===== src/rtl/dm_port_arbiter.sv =====
// Two-port arbiter in front of the data-memory block RAM.
// Port 0 is the CPU M-stage data port and has priority; port 1 is the DMA/loader port.
// A run counter bounds how many CPU grants can pass a waiting DMA request.
// Read data comes back one cycle after the grant and is steered to the port that issued it.
module dm_port_arbiter #(
    parameter int unsigned ADDR_W      = 13,
    parameter int unsigned MAX_CPU_RUN = 4
) (
    input  logic              clk,
    input  logic              reset,

    input  logic              cpu_req,
    input  logic [3:0]        cpu_be,
    input  logic [ADDR_W-1:0] cpu_addr,
    input  logic [31:0]       cpu_wdata,
    output logic              cpu_gnt,
    output logic              cpu_stall,
    output logic              cpu_rvalid,
    output logic [31:0]       cpu_rdata,

    input  logic              dma_req,
    input  logic [3:0]        dma_be,
    input  logic [ADDR_W-1:0] dma_addr,
    input  logic [31:0]       dma_wdata,
    output logic              dma_gnt,
    output logic              dma_rvalid,
    output logic [31:0]       dma_rdata,

    output logic [3:0]        mem_be,
    output logic [ADDR_W-1:0] mem_addr,
    output logic [31:0]       mem_wdata,
    input  logic [31:0]       mem_rdata
);

    typedef enum logic {StCpuPrio, StDmaTurn} state_e;
    typedef enum logic [1:0] {OwnNone, OwnCpu, OwnDma} own_e;

    localparam logic [3:0] MaxRun = 4'(MAX_CPU_RUN);

    state_e     state_q, state_d;
    logic [3:0] run_cnt_q, run_cnt_d;
    own_e       rd_own_q, rd_own_d;

    // Grants follow the current state; nothing is granted while reset is low so no write can leak.
    always_comb begin
        cpu_gnt = 1'b0;
        dma_gnt = 1'b0;
        if (reset) begin
            if (state_q == StDmaTurn) begin
                dma_gnt = dma_req;
                cpu_gnt = cpu_req & ~dma_req;
            end else begin
                cpu_gnt = cpu_req;
                dma_gnt = dma_req & ~cpu_req;
            end
        end
    end

    assign cpu_stall = reset & cpu_req & ~cpu_gnt;

    // Steer the granted port's payload to the RAM; idle cycles drive zeros.
    always_comb begin
        mem_be    = '0;
        mem_addr  = '0;
        mem_wdata = '0;
        if (cpu_gnt) begin
            mem_be    = cpu_be;
            mem_addr  = cpu_addr;
            mem_wdata = cpu_wdata;
        end else if (dma_gnt) begin
            mem_be    = dma_be;
            mem_addr  = dma_addr;
            mem_wdata = dma_wdata;
        end
    end

    // Next state: run counter, arbitration state and read-return owner.
    always_comb begin
        run_cnt_d = run_cnt_q;
        state_d   = state_q;
        rd_own_d  = OwnNone;

        // The counter only measures CPU grants that pass a waiting DMA request.
        if (!dma_req || dma_gnt) begin
            run_cnt_d = '0;
        end else if (cpu_gnt && (run_cnt_q < MaxRun)) begin
            run_cnt_d = run_cnt_q + 4'd1;
        end

        case (state_q)
            StCpuPrio: begin
                if (run_cnt_d == MaxRun) begin
                    state_d = StDmaTurn;
                end
            end
            StDmaTurn: begin
                if (dma_gnt || !dma_req) begin
                    state_d = StCpuPrio;
                end
            end
            default: state_d = StCpuPrio;
        endcase

        if (cpu_gnt && (cpu_be == 4'b0000)) begin
            rd_own_d = OwnCpu;
        end else if (dma_gnt && (dma_be == 4'b0000)) begin
            rd_own_d = OwnDma;
        end
    end

    // State registers; reset drops any read still in flight.
    always_ff @(posedge clk or negedge reset) begin
        if (!reset) begin
            state_q   <= StCpuPrio;
            run_cnt_q <= '0;
            rd_own_q  <= OwnNone;
        end else begin
            state_q   <= state_d;
            run_cnt_q <= run_cnt_d;
            rd_own_q  <= rd_own_d;
        end
    end

    // Return path: only the owner of last cycle's read sees the RAM data.
    always_comb begin
        cpu_rvalid = (rd_own_q == OwnCpu);
        dma_rvalid = (rd_own_q == OwnDma);
        cpu_rdata  = cpu_rvalid ? mem_rdata : 32'h0;
        dma_rdata  = dma_rvalid ? mem_rdata : 32'h0;
    end

endmodule


===== config.mk =====
export PLATFORM = sky130hd
export DESIGN_NAME = dm_port_arbiter
export DESIGN_NICKNAME = d
export VERILOG_FILES = /design/src/rtl/dm_port_arbiter.sv
export SDC_FILE = /design/constraint.sdc
export NUM_CORES = 1
export LEC_CHECK = 0
export ABC_AREA = 1
export CORE_AREA = 2 2 98 100
export CTS_CLUSTER_DIAMETER = 40
export DETAILED_ROUTE_END_ITERATION = 8
export DIE_AREA = 0 0 100 102
export DONT_BUFFER_PORTS = 1
export PLACE_DENSITY_LB_ADDON = 0.05
export SLEW_MARGIN = 20
export SYNTH_ARGS = -nofsm -noshare
export SYNTH_HDL_FRONTEND = slang
export SYNTH_SLANG_ARGS = --single-unit

===== constraint.sdc =====
create_clock -name clk -period 1.92 [get_ports clk]
set_clock_uncertainty 0.05 [all_clocks]
set_input_delay 0.576 -clock clk [delete_from_list [all_inputs] [get_ports clk]]
set_output_delay 0.576 -clock clk [all_outputs]
set_load 0.1 [all_outputs]

==> metrics.log <==
INFO  metric num-nets-final = 450
INFO  metric finalSetupViolCount = 89
INFO  metric worst-path-stages = 7
INFO  metric critical_path.max_stage_delay = 0.46 ns
INFO  metric grt_first_pass_wirelength = 11400 um
INFO  metric detail-route-antenna-nets = 0
INFO  metric synth.yosys.seq_area_share = 0.133
INFO  metric dpl.hpwl = 6530 um
INFO  metric ctsLongestPathBuffers = 2
INFO  metric first_global_vias = 1990
INFO  metric cp.arrival = 1.53 ns
INFO  metric rsz_0062_raised_after_global_routing = true
INFO  metric buffers_plus_inverters_on_the_worst_setup_path = 4
INFO  metric drt-pass1-iter-count = 4
INFO  metric final_weighted_congestion_of_routability_driven_global_placement = 0.715
INFO  metric totalPowerFinal = 1.36 mW
INFO  metric cts_htree_levels = 1
INFO  metric power_per_cell_area = 300 nW/um2
INFO  metric fill_cells = 796
INFO  metric final_area = 4510 um2
INFO  metric final_core_util = 0.495
INFO  metric cp-start-kind = flop
INFO  metric tns = -12.09 ns
INFO  metric place_area = 4040 um2
INFO  metric most-common-layout-cells = 76 x buf_12, 66 x nor2_4, 45 x a22o_4, 45 x inv_1, 12 x buf_16
INFO  metric fp-row-count = 35
INFO  metric cellInternalPower = 0.560 mW
INFO  metric power_switching_share = 0.587
INFO  metric drv_slew = 0
INFO  metric cp_data_required_time = 1.29 ns
INFO  metric worst_skew_pair.late_latency = 0.23 ns
INFO  metric die_area = 10200 um2
INFO  metric routed_wl = 8070 um
INFO  metric power_frac_seq = 0.113
INFO  metric antenna_found_initial = 0
INFO  metric outcome = finished with violations
INFO  metric num_io_pins = 252
INFO  metric holdPathStages = 1
INFO  metric tritoncts.num_buffers = 3
INFO  metric violations = negative setup slack
INFO  metric routedWlPerCell = 19.0 um
INFO  metric path_max_fanout = 6
INFO  metric post_route_cells_drive_above_1_share = 0.761
INFO  metric p_clk_frac = 0.156
INFO  metric synth_area_per_cell = 5.92 um2
INFO  metric cts_sinks = 7
INFO  metric least_margin_pin_slew = 0.342 ns
INFO  metric final_hold_viol_count = 0
INFO  metric timing.critical_path.slowest_stage_cell = dfrtp_2
INFO  metric crit_type = flop to output port
INFO  metric global_route_congestion_overflow_total = 0
INFO  metric synth_cell_type_count = 23
INFO  metric yosys_warnings = 0
INFO  metric cp_top_family = buffers and inverters
INFO  metric groute.usage.overall = 0.142
INFO  metric hold_path_class = input pin to flop
INFO  metric combinationalPowerShare = 0.731
INFO  metric initial_utilization = 0.144
INFO  metric mappedNetlistArea = 1310 um2
INFO  metric maximum_vdd_drop = 0.000249 V
INFO  metric cts.reportedPaths.clkPinSlew = 0.04 ns
INFO  metric ys_ff_latch = 7
INFO  metric crit_chain = inv_4 > nand2_8 > nand3_4 > inv_8 > buf_16 > a22o_4 > buf_12
INFO  metric leakage_power = 1.92 nW
INFO  metric max_clock_freq = 0.463 GHz
INFO  metric mappedNetlistNets = 357
INFO  metric maxSlewHeadroom = 0.772
INFO  metric final_critical_path_share_of_the_clock_period = 1.13
INFO  metric viasPerCell = 4.60
INFO  metric drv.max_cap_violation_count = 0
INFO  metric minimum_clock_period = 2.16 ns
INFO  metric dp_slack = -0.131 ns
INFO  metric power.net_switching = 0.795 mW
INFO  metric cts_tree = yes
INFO  metric vias = 1953
INFO  metric cp-end-kind = output port
INFO  metric flow.area_growth_from_synthesis = 243%
INFO  metric grt_start_max_net_pins = 22
INFO  metric worst-r2r-cell-count = 7
INFO  metric synthesis.instances = 222
INFO  metric detailed_route_iter0_violations = 27
INFO  metric core_area = 9110 um2
INFO  metric layout.cells.most_common = buf_12
INFO  metric clock_tree.root_cell = clkbuf_8
INFO  metric die_width = 100 um
INFO  metric setup_ws = -0.241 ns
INFO  metric n_antenna_cell = 0
INFO  metric die_height = 102 um
INFO  metric place.port_buffers = 0
INFO  metric drc = 0
[synthesized netlist by cell type]
cell type | n | area, um2
nand2_4 | 1 | 11.3
nand3_1 | 5 | 25.0
nand2_1 | 12 | 45.0
nor2_1 | 70 | 263
inv_1 | 49 | 184
nor4_1 | 1 | 6.26
buf_4 | 2 | 15.0
nor3_1 | 1 | 5.00
nand2_2 | 1 | 6.26
nand4_1 | 3 | 18.8
o22ai_1 | 2 | 12.5
a21boi_1 | 1 | 7.51
buf_2 | 3 | 15.0
a21oi_1 | 1 | 5.00
o21ai_0 | 1 | 5.00
dfrtp_1 | 7 | 175
nand3_2 | 1 | 10.0
ha_1 | 1 | 12.5
a22o_1 | 45 | 394
o21bai_1 | 1 | 7.51
clkbuf_1 | 6 | 22.5
inv_2 | 3 | 11.3
buf_6 | 5 | 56.3
[stage by stage]
stage,hold WS (ns),instances
after CTS,0.364,422
after global placement,0.231,406
final,0.370,425
after detailed placement,0.231,406
after global routing,0.364,425
after floorplan,0.230,222
[state kept, by name, summed over array words and instances, names as in the netlist]
signal and cells:
rd_own_q 2, state_q 1, run_cnt_q 4
[worst paths after layout]
check                                       start                endpoint  slack [ns]
hold reg to reg            run_cnt_q[3]$_DFF_PN0_  run_cnt_q[3]$_DFF_PN0_        0.47
setup / recovery                state_q$_DFF_PN0_             mem_addr[1]       -0.24
min in group asynchronous                   reset  run_cnt_q[2]$_DFF_PN0_        0.63
max in group asynchronous                   reset   rd_own_q[0]$_DFF_PN0_        0.91
setup reg to reg                state_q$_DFF_PN0_       state_q$_DFF_PN0_        0.43
hold / removal                          dma_be[2]   rd_own_q[1]$_DFF_PN0_        0.37
[final cells by class]
| class | instances | area (um2) | share of cell area |
|---|---|---|---|
| clock buffer | 4 | 45.0 | 0.00998 |
| inverter | 52 | 229 | 0.0507 |
| multi-input combinational | 147 | 1890 | 0.419 |
| sequential | 7 | 178 | 0.0394 |
| tap | 111 | 139 | 0.0308 |
| timing repair buffer | 104 | 2030 | 0.450 |
[per-layer routing]
layer / wire length [um] / GRT usage
met5: 0 / 0
met3: 690 / 0.0267
met1: 2970 / 0.167
met4: 76 / 0.0285
met2: 4340 / 0.271
[cells by family (layout without fill, tap and decap cells)]
logic type	Yosys count	after routing	synth area share
compound gates	51	51	0.329
buf+inv	68	160	0.231
fa+ha+maj	1	1	0.00952
flops	7	7	0.133
simple gates	95	95	0.297
[power groups by stage]
| stage | combinational [mW] | clock (mW) | sequential (mW) |
|---|---|---|---|
| 2_1_floorplan | 0.839 | 0 | 0.155 |
| 3_3_place_gp | 0.917 | 0 | 0.155 |
| 3_5_place_dp | 0.921 | 0 | 0.155 |
| 4_1_cts | 0.980 | 0.217 | 0.153 |
| 5_1_grt | 1.02 | 0.227 | 0.154 |
| 6_report | 0.990 | 0.212 | 0.153 |
[what timing repair did]
item | 4_1_cts | 5_1_grt
hold buffers | 1 | 0
setup endpoints to repair | 110 | 116
endpoints found under the hold margin | 7 | 0
cloned | 9 | 2
pin swaps | 16 | 9
gates resized for setup | 25 | 8
buffers inserted | 2 | 1
[worst reg2reg max path, delay by kind of cell, from the launching register on]
kind	cells	cell delay, ns
AOI/OAI and AO/OA	2	0.34
buffers and inverters	2	0.22
DFF	1	0.46
and+or+nand+nor	3	0.30
Power figures use the tool's default switching activity.
